**config.mk**
```make
export PLATFORM = sky130hd
export DESIGN_NAME = cpu_insfetch
export DESIGN_NICKNAME = d
export VERILOG_FILES = /design/src/rtl/cpu_pkg.sv /design/src/rtl/cpu_fetch_fifo.sv /design/src/rtl/cpu_insfetch.sv
export SDC_FILE = /design/constraint.sdc
export NUM_CORES = 1
export LEC_CHECK = 0
export CAP_MARGIN = 20
export CORE_MARGIN = 8
export CORE_UTILIZATION = 35
export CTS_CLUSTER_SIZE = 28
export DETAILED_ROUTE_END_ITERATION = 16
export PLACE_DENSITY = 0.53
export RECOVER_POWER = 25
export SLEW_MARGIN = 20
export SYNTH_ARGS = -nofsm -noshare
export SYNTH_HDL_FRONTEND = slang
export SYNTH_SLANG_ARGS = --single-unit
```
**constraint.sdc**
```tcl
create_clock -name clk -period 5.5 [get_ports clk]
set_input_delay 0.55 -clock clk [delete_from_list [all_inputs] [get_ports clk]]
set_output_delay 0.55 -clock clk [all_outputs]
set_load 0.1 [all_outputs]
```
**src/rtl/cpu_pkg.sv**
```systemverilog
// Shared CPU definitions: fetch FSM states, instruction fault codes and
// fetch-buffer sizing.
package cpu_pkg;

  typedef enum logic [1:0] {
    ST_FETCH   = 2'd0,
    ST_DISCARD = 2'd1,
    ST_HALT    = 2'd2
  } fetch_state_e;

  localparam logic [1:0] FAULT_NONE     = 2'b00;
  localparam logic [1:0] FAULT_ACCESS   = 2'b01;
  localparam logic [1:0] FAULT_MISALIGN = 2'b10;

  localparam int          FIFO_DEPTH = 2;
  localparam logic [31:0] INSTR_NONE = 32'h0000_0000;

endpackage

```
**src/rtl/cpu_fetch_fifo.sv**
```systemverilog
// Small circular FIFO for fetched entries. Flush empties it in one cycle; a
// push in the flush cycle lands as the sole entry of the freshly emptied FIFO.
module cpu_fetch_fifo #(
  parameter int WIDTH = 8,
  parameter int DEPTH = 2
) (
  input  logic                           clk,
  input  logic                           rst_n,
  input  logic                           push_i,
  input  logic [WIDTH-1:0]               push_data_i,
  input  logic                           pop_i,
  input  logic                           flush_i,
  output logic [WIDTH-1:0]               head_o,
  output logic                           full_o,
  output logic                           empty_o,
  output logic [$clog2(DEPTH+1)-1:0]     count_o
);

  localparam int AW = (DEPTH > 1) ? $clog2(DEPTH) : 1;
  localparam int CW = $clog2(DEPTH + 1);

  logic [WIDTH-1:0] mem_q [DEPTH];
  logic [AW-1:0]    rd_q;
  logic [AW-1:0]    wr_q;
  logic [CW-1:0]    count_q;
  logic             do_push;
  logic             do_pop;
  logic [AW-1:0]    wr_idx;

  function automatic logic [AW-1:0] next_ptr(input logic [AW-1:0] p);
    return (p == AW'(DEPTH - 1)) ? '0 : p + AW'(1);
  endfunction

  assign full_o  = (count_q == CW'(DEPTH));
  assign empty_o = (count_q == '0);
  assign count_o = count_q;

  // A flush frees every slot, so a push in that cycle is always accepted.
  assign do_push = push_i && (flush_i || !full_o);
  assign do_pop  = pop_i && !empty_o && !flush_i;
  assign wr_idx  = flush_i ? '0 : wr_q;

  always_ff @(posedge clk or negedge rst_n) begin
    if (!rst_n) begin
      rd_q    <= '0;
      wr_q    <= '0;
      count_q <= '0;
    end else if (flush_i) begin
      rd_q    <= '0;
      wr_q    <= do_push ? next_ptr('0) : '0;
      count_q <= do_push ? CW'(1) : '0;
    end else begin
      if (do_push) wr_q <= next_ptr(wr_q);
      if (do_pop)  rd_q <= next_ptr(rd_q);
      count_q <= count_q + CW'(do_push) - CW'(do_pop);
    end
  end

  always_ff @(posedge clk) begin
    if (do_push) mem_q[wr_idx] <= push_data_i;
  end

  assign head_o = empty_o ? '0 : mem_q[rd_q];

endmodule

```
**src/rtl/cpu_insfetch.sv**
```systemverilog
// Instruction fetch stage: issues word fetches, buffers {instr, pc, fault}
// in a 2-entry FIFO for decode, and handles redirects and fetch faults.
module cpu_insfetch
  import cpu_pkg::*;
#(
  parameter int              XLEN         = 32,
  parameter logic [XLEN-1:0] RESET_VECTOR = '0
) (
  input  logic                              clk,
  input  logic                              rst_n,
  output logic                              mem_req,
  output logic [XLEN-1:0]                   mem_addr,
  input  logic                              mem_ready,
  input  logic [31:0]                       mem_rdata,
  input  logic                              mem_err,
  input  logic                              redirect_valid,
  input  logic [XLEN-1:0]                   redirect_pc,
  output logic                              instr_valid,
  output logic [31:0]                       instr,
  output logic [XLEN-1:0]                   instr_pc,
  output logic [1:0]                        instr_fault,
  input  logic                              instr_ready,
  output logic [1:0]                        dbg_state,
  output logic [$clog2(FIFO_DEPTH+1)-1:0]   dbg_count
);

  // Handshakes: a memory request completes on any cycle with mem_req=1 and
  // mem_ready=1 (data/err returned that cycle); once raised, mem_req and
  // mem_addr hold until completion. Decode consumes the head entry on any
  // cycle with instr_valid=1 and instr_ready=1, unless a redirect flushes it.

  localparam int EW = 32 + XLEN + 2;

  fetch_state_e    state_q, state_d;
  logic [XLEN-1:0] pc_q, pc_d;
  logic [XLEN-1:0] hold_q, hold_d;
  logic            run_q;

  logic            fifo_push;
  logic            fifo_pop;
  logic            fifo_flush;
  logic [EW-1:0]   fifo_wdata;
  logic [EW-1:0]   fifo_head;
  logic            fifo_full;
  logic            fifo_empty;
  logic            target_misaligned;

  assign target_misaligned = (redirect_pc[1:0] != 2'b00);

  always_ff @(posedge clk or negedge rst_n) begin
    if (!rst_n) begin
      state_q <= ST_FETCH;
      pc_q    <= RESET_VECTOR;
      hold_q  <= '0;
      run_q   <= 1'b0;
    end else begin
      state_q <= state_d;
      pc_q    <= pc_d;
      hold_q  <= hold_d;
      run_q   <= 1'b1;
    end
  end

  always_comb begin
    state_d    = state_q;
    pc_d       = pc_q;
    hold_d     = hold_q;
    mem_req    = 1'b0;
    mem_addr   = pc_q;
    fifo_push  = 1'b0;
    fifo_flush = 1'b0;
    fifo_wdata = {INSTR_NONE, pc_q, FAULT_NONE};

    // run_q keeps the first cycle out of reset quiet so mem_req is a clean
    // registered-state function.
    case (state_q)
      ST_FETCH:   mem_req = run_q && !fifo_full;
      ST_DISCARD: begin
        mem_req  = 1'b1;
        mem_addr = hold_q;
      end
      default: ;
    endcase

    if (redirect_valid) begin
      fifo_flush = 1'b1;
      pc_d       = redirect_pc;
      if (target_misaligned) begin
        fifo_push  = 1'b1;
        fifo_wdata = {INSTR_NONE, redirect_pc, FAULT_MISALIGN};
      end
      // An in-flight request cannot be withdrawn; ride it out in DISCARD.
      if (mem_req && !mem_ready) begin
        state_d = ST_DISCARD;
        hold_d  = mem_addr;
      end else begin
        state_d = target_misaligned ? ST_HALT : ST_FETCH;
      end
    end else begin
      case (state_q)
        ST_FETCH: begin
          if (mem_req && mem_ready) begin
            fifo_push = 1'b1;
            if (mem_err) begin
              fifo_wdata = {INSTR_NONE, pc_q, FAULT_ACCESS};
              state_d    = ST_HALT;
            end else begin
              fifo_wdata = {mem_rdata, pc_q, FAULT_NONE};
              pc_d       = pc_q + XLEN'(4);
            end
          end
        end
        ST_DISCARD: begin
          if (mem_ready) state_d = (pc_q[1:0] != 2'b00) ? ST_HALT : ST_FETCH;
        end
        default: ;
      endcase
    end
  end

  assign fifo_pop = instr_valid && instr_ready && !redirect_valid;

  cpu_fetch_fifo #(
    .WIDTH (EW),
    .DEPTH (FIFO_DEPTH)
  ) u_fifo (
    .clk         (clk),
    .rst_n       (rst_n),
    .push_i      (fifo_push),
    .push_data_i (fifo_wdata),
    .pop_i       (fifo_pop),
    .flush_i     (fifo_flush),
    .head_o      (fifo_head),
    .full_o      (fifo_full),
    .empty_o     (fifo_empty),
    .count_o     (dbg_count)
  );

  assign instr_valid                   = !fifo_empty;
  assign {instr, instr_pc, instr_fault} = fifo_head;
  assign dbg_state                     = state_q;

endmodule
```
==> out/metrics.cfg, run 1 <==
[run_status]
status=complete, but fails checks
violations=max-capacitance violations, max-slew violations

[timing]
hold_viol=0
fmax_mhz=227.1
setup_viol=0
fin_crit_ps=4403
grt_setup_unrepaired=false
finalCritPeriodShare=0.8005
fin_setup_tns_ps=0
clock_skew_ps=14.46
tightest_slew_ps=2582
relSlewSlack=-0.7212
slew_viol_final=57

[synth]
syn-num-nets=883
synth-main-ff-cell=edfxtp_1
ys_seq_area_frac=0.5979
syn_area_um2=9600
avgSynthCellArea_um2=11.85
async_flop_share=0.3498
ys_types=51
syn-instance-count=810
synth_edf_count=132
ys_warn_count=0
synth_seq_cells=203

[place]
port_buffers=173
gp_congestion=0.7634
dpl_cell_area_um2=11650
hpwl_um=17120
dp.cells=1283

[worst_setup_path]
reg2reg_depth=11
r2r-start=u_fifo.count_o[1]$_DFF_PN0_
worst_setup_path_end_kind=register
worstSetupPathType=in -> reg
crit_start=redirect_valid
rrSetupSlack_ps=2380
crit_arrival_ps=4790
startpoint_type=input pin
crit_fanout=56
reg2reg_to=u_fifo.count_o[1]$_DFF_PN0_
cp.required_ps=5890

[cts]
clock_sinks=203
hold_buffers=0
insertion_delay_ps=500
numCtsBuffers=23
ctsResizeCount=0
cts_tree=yes
clkTransAtPathRegs_ps=60
clockBufferDepth=3
root_buffer=clkbuf_16
cts.htree.levels=1
cts_setup_buffers=0

[grt]
first_global_vias=6686
grt_pass1_wl_um=39140
busiest_layer=met1
gr-usage-met2=0.2165
grt_use_met3=0.03174
grt_util_met1=0.2181
grt_max_degree=72
antenna_found_initial=0
grt_overflow=0
grt_usage=0.1482

[floorplanning]
io_pins=174
dieHeight_um=181.6
die_w_um=181.6
fp.dieArea_um2=32990
initial_core_util=0.3562
num_rows=60
core_um2=26950

[routing]
wl_per_cell_um=18.78
vias=6726
vias_per_cell=5.072
drt-total-wl_um=24900
drtIter0Drc=469
first_pass_iters=7
postRouteAntennaNets=0
drc_errors=0

[finish]
antenna_cells=0
drive_gt1_frac=0.1147
areaGrowthSynthToFinish_pct=28.75
final_nets=1041
design_area_um2=12360
final-instance-count-excl-fill=1326

[power]
p_per_area_nw_per_um2=488.7
clkPwrFrac=0.235
vdd_drop_max_mv=0.3898
net-switching-power_uw=2656
comb_power_share=0.425
p_seq_frac=0.340
p_int_uw=3385
switching_share=0.4396
power_leakage_uw=0.004520

[job]
drv_cap=1

[worst_hold_path]
hold_class=in -> async

[per-stage QoR]
stage	hold WS [ps]	setup WS, ps	utilization	power, uW
3_3_place_gp	483.5	1643	0.4324	4660
5_1_grt	515.0	737.4	0.4586	6285
2_1_floorplan	254.4	576.1	-	4038
3_5_place_dp	490.3	1613	0.4324	4673
4_1_cts	322.1	1466	0.4582	6113
6_report	466.1	1097	0.4586	6041
[layout make-up]
cell class                      count  area (um2)
Clock inverter                     10       77.57
Timing Repair Buffer              185        1819
Tap cell                          341       426.7
Multi-Input combinational cell    542        3625
Sequential cell                   203        5744
Inverter                           13       48.80
Fill cell                        2515       14590
Clock buffer                       32       619.3
[flip-flops by register name (all words and copies together) (netlist names)]
| register | count |
|---|---|
| pc_q | 32 |
| run_q | 1 |
| dbg_state | 2 |
| u_fifo.mem_q | 132 |
| hold_q | 32 |
| u_fifo.wr_q | 1 |
| u_fifo.rd_q | 1 |
| u_fifo.count_o | 2 |
[power by group through the flow]
| stage | combinational, uW | clock, uW | sequential (uW) |
|---|---|---|---|
| floorplan | 2000 | 0 | 2040 |
| CTS | 2600 | 1460 | 2050 |
| detailed placement | 2590 | 0 | 2080 |
| global route | 2690 | 1510 | 2080 |
| finish | 2570 | 1420 | 2050 |
| global placement | 2590 | 0 | 2070 |
[critical path: stages]
cell and delay, ps:
clkbuf_1 240, clkbuf_1 1870, inv_2 860, nor4_4 400, buf_4 440, mux2_2 380
[routing by layer]
metal	wire [um]	up-vias
met4	612	0
met1	12160	3217
met3	1524	37
met5	0	-
li1	-	3262
met2	10610	210
[cells in the mapped netlist (2+ instances only)]
| library cell | n | area share |
|---|---|---|
| edfxtp_1 | 132 | 0.41 |
| buf_1 | 6 | 0.0023 |
| or4_1 | 13 | 0.010 |
| a31oi_1 | 12 | 0.0078 |
| inv_2 | 2 | 0.00078 |
| a22oi_1 | 6 | 0.0047 |
| or3_1 | 4 | 0.0026 |
| o21ai_0 | 14 | 0.0073 |
| o31ai_1 | 13 | 0.010 |
| nor2b_1 | 12 | 0.0078 |
| ha_1 | 3 | 0.0039 |
| o21a_1 | 2 | 0.0016 |
| nand3_1 | 24 | 0.013 |
| xnor2_1 | 5 | 0.0046 |
| nor3_1 | 5 | 0.0026 |
| nand2_1 | 106 | 0.041 |
| mux2i_1 | 71 | 0.074 |
| a21o_1 | 3 | 0.0023 |
| and4_1 | 6 | 0.0055 |
| mux2_2 | 63 | 0.074 |
| xor2_1 | 3 | 0.0027 |
| nor4_1 | 5 | 0.0033 |
| o21ai_1 | 3 | 0.0016 |
| a21oi_1 | 3 | 0.0016 |
| nand4_1 | 20 | 0.013 |
| nor3b_1 | 3 | 0.0023 |
| o211ai_1 | 4 | 0.0031 |
| dfrtp_1 | 71 | 0.19 |
| nor2_1 | 88 | 0.034 |
| buf_2 | 14 | 0.0073 |
| and2_1 | 34 | 0.022 |
| inv_1 | 11 | 0.0043 |
| clkbuf_1 | 31 | 0.012 |
[worst max path at each step]
stage | end | slack [ps]
global placement | u_fifo.mem_q[1][10]$_DFFE_PP_ | 1640
CTS | instr_pc[9] | 1470
finish | hold_q[11]$_DFFE_PN0P_ | 1100
detailed placement | u_fifo.mem_q[0][9]$_DFFE_PP_ | 1610
global route | hold_q[13]$_DFFE_PN0P_ | 740
floorplan | u_fifo.mem_q[1][0]$_DFFE_PP_ | 580
[cell families after synthesis]
logic type	share of synthesized area
xor+xnor	0.007299
compound gates	0.04587
fa+ha+maj	0.003910
flops	0.5979
mux	0.1479
simple gates	0.1686
buf+inv	0.02802
other cells	0.0003906
[cell usage in the layout (no fill, tap or decap), drive strengths merged, types with 8 or more instances in the layout]
cell type	count
nand4	20
a31oi	12
buf	10
nand3	24
nor2	88
o21ai	17
mux2i	71
clkinv	8
nand2	106
nor2b	12
mux2	63
dfrtp	71
edfxtp	132
clkbuf	36
o31ai	13
and2	34
clkdlybuf4s50	170
or4	13
inv	14
No activity file was read; power rests on OpenSTA's default activity.
==> run 2, diff against run 1 <==
--- a/config.mk
+++ b/config.mk
@@ -10,7 +10,7 @@
 export CORE_UTILIZATION = 35
 export CTS_CLUSTER_SIZE = 28
 export DETAILED_ROUTE_END_ITERATION = 16
-export PLACE_DENSITY = 0.53
+export PLACE_DENSITY = 0.55
 export RECOVER_POWER = 25
 export SLEW_MARGIN = 20
 export SYNTH_ARGS = -nofsm -noshare
==> constraint.sdc (replaced) <==
create_clock -name clk -period 3.8 [get_ports clk]
set_input_delay 0.38 -clock clk [delete_from_list [all_inputs] [get_ports clk]]
set_output_delay 0.38 -clock clk [all_outputs]
set_load 0.1 [all_outputs]
==> run 2 against run 1 <==
The flow still finishes with violations (max-capacitance violations, max-slew violations). Global-route usage is 0.056 points lower. Total power is 45% higher. Critical endpoint is now instr[20]. Clock-buffer cell count is 5 lower. First-iteration DRC count is 9.0% higher. Combinational power is 43% higher.
==> out/metrics.cfg, run 2 (synthesis gave the netlist of run 1 again) <==
[power]
p_per_area_nw_per_um2=717.6  ; +47%
clkPwrFrac=0.243  ; +0.008
p_int_uw=4857  ; +43%
vdd_drop_max_mv=0.4695  ; +20%
comb_power_share=0.420  ; -0.005
power_uw=8733  ; +45%
net-switching-power_uw=3876  ; +46%
power_leakage_uw=0.004667  ; +3.2%
p_seq_frac=0.337  ; -0.003
switching_share=0.4439  ; +0.004247

[grt]
grt_pass1_wl_um=39000  ; -0.37%
grt_usage=0.1477  ; -0.0005552
grt_overflow=0  ; unchanged
first_global_vias=6660  ; -0.39%
antenna_found_initial=0  ; unchanged
grt_max_degree=53  ; -26%

[routing]
vias=6678  ; -0.71%
drtIter0Drc=511  ; +9.0%
drc_errors=0  ; unchanged
drt-total-wl_um=25100  ; +0.80%
first_pass_iters=5  ; -2
vias_per_cell=5.021  ; -1.0%
wl_per_cell_um=18.88  ; +0.50%
postRouteAntennaNets=0  ; unchanged

[worst_setup_path]
startpoint_type=register
cp_slowest_cell=clkdlybuf4s50_1
worstSetupPathType=reg -> out
crit_path_cell_trace=mux2i_1 > nor2_1 > clkdlybuf4s50_1
crit_arrival_ps=2670  ; -2120 ps
crit_fanout=25  ; -55%
worst_setup_path_end_kind=output port
cp.required_ps=3420  ; -2470 ps
slowest_delay_ps=1150  ; -720 ps

[finish]
drive_gt1_frac=0.2184  ; +0.1037
areaGrowthSynthToFinish_pct=26.76
layout_commonest_cell=edfxtp_1
largest_register_ffs=132  ; unchanged
final_nets=1045  ; +0.38%
fin_util=0.4515  ; -0.007103
design_area_um2=12170  ; -1.5%
top_regs=u_fifo.mem_q (132), hold_q (32), pc_q (32)
num-fill-cells=2533  ; +0.72%
largest_register=u_fifo.mem_q
antenna_cells=0  ; unchanged
final_cell_mix=edfxtp_1, nand2_1, buf_4

[cts]
cts_setup_buffers=0  ; unchanged
cts.htree.levels=1  ; unchanged
numCtsBuffers=24  ; +4.3%
clockBufferDepth=3  ; unchanged
root_buffer=clkbuf_16
insertion_delay_ps=510  ; about the same
clkTransAtPathRegs_ps=60  ; about the same
hold_buffers=1  ; +1
ctsResizeCount=0  ; unchanged
cts_tree=yes
clock_sinks=203  ; unchanged

[timing]
slew_viol_final=69  ; +21%
whs_ps=300.6  ; -165.5 ps
finalCritPeriodShare=0.8023
tightest_slew_ps=1712  ; -870.1 ps
relSlewSlack=-0.1412  ; +0.5801
grt_setup_unrepaired=false
fmax_mhz=328.0
fin_crit_ps=3049
hold_viol=0  ; unchanged
setup_viol=0  ; unchanged
clock_skew_ps=17.12  ; +2.658 ps

[job]
drv_cap=2  ; +1

[run_status]
violations=max-capacitance violations, max-slew violations
status=complete, but fails checks

[floorplanning]
num_rows=60  ; unchanged
dieHeight_um=181.6  ; unchanged
fp.dieArea_um2=32990  ; unchanged
die_w_um=181.6  ; unchanged
initial_core_util=0.3562  ; unchanged
core_um2=26950  ; unchanged
io_pins=174  ; unchanged

[place]
gp_congestion=0.8053  ; +5.5%
dpl_cell_area_um2=11440  ; -1.8%
port_buffers=173  ; unchanged
hpwl_um=17360  ; +1.4%

[worst_hold_path]
hold_class=in -> reg

-- run 2: changes by cell type in the layout (fill, tap and decap cells not counted), sizes merged --
cell / before / now
buf: 10 / 106
clkinvlp: 0 / 1
clkbuf: 36 / 31
clkdlybuf4s50: 170 / 76
clkinv: 8 / 13
dlygate4sd3: 1 / 2
-- run 2: power by group through the flow --
stage / clock network, uW / logic, uW / registers [uW]
after global placement: 0 / 3700 / 2970
after CTS: 2190 / 3710 / 2940
after global routing: 2280 / 3850 / 2990
final: 2120 / 3670 / 2940
after detailed placement: 0 / 3710 / 2990
after floorplan: 0 / 2900 / 2940
-- run 2: metal layers --
layer | share of wire | vias up | global-route usage | wire, um
li1 | - | 3259 | - | -
met1 | 0.49 | 3185 | 0.2156 | 12400
met2 | 0.43 | 207 | 0.2193 | 10690
met3 | 0.066 | 27 | 0.03393 | 1655
met4 | 0.014 | 0 | 0.03214 | 359
met5 | 0 | - | 0 | 0
-- run 2: through the flow --
stage / std cells / setup TNS [ps] / worst slack [ps]
4_1_cts: 1330 / 0 / 669.7
3_5_place_dp: 1286 / 0 / 757.5
2_1_floorplan: 810 / -2165 / -423.1
5_1_grt: 1330 / 0 / 546.1
6_report: 1330 / 0 / 751.2
3_3_place_gp: 1286 / 0 / 779.6
-- run 2: worst paths after layout --
kind	slack (ps)	endpoint	cells after the start	from
max reg2reg	1210	u_fifo.mem_q[0][7]$_DFFE_PP_	5	run_q$_DFF_PN0_
min reg2reg	500	hold_q[23]$_DFFE_PN0P_	1	hold_q[23]$_DFFE_PN0P_
max in group asynchronous	1350	pc_q[18]$_DFFE_PN0P_	3	rst_n
min	300	pc_q[1]$_DFFE_PN0P_	2	redirect_valid
max	750	instr[20]	3	u_fifo.rd_q$_DFFE_PN0P_
min in group asynchronous	820	hold_q[26]$_DFFE_PN0P_	2	rst_n
-- run 2: layout make-up --
| class | count | area (um2) | area share |
|---|---|---|---|
| clock inverter | 16 | 101.3 | 0.008328 |
| multi-input combinational | 542 | 3625 | 0.2979 |
| tap | 341 | 426.7 | 0.03506 |
| sequential | 203 | 5744 | 0.4720 |
| clock buffer | 27 | 633.1 | 0.05203 |
| timing repair buffer | 188 | 1590 | 0.1307 |
| inverter | 13 | 48.80 | 0.004010 |
-- run 2: worst max-delay path, delay by kind of cell, from the launching register on --
| kind | cells | cell delay [ps] |
|---|---|---|
| buffers and inverters | 1 | 1150 |
| DFF | 1 | 710 |
| muxes | 1 | 140 |
| and+or+nand+nor | 1 | 130 |
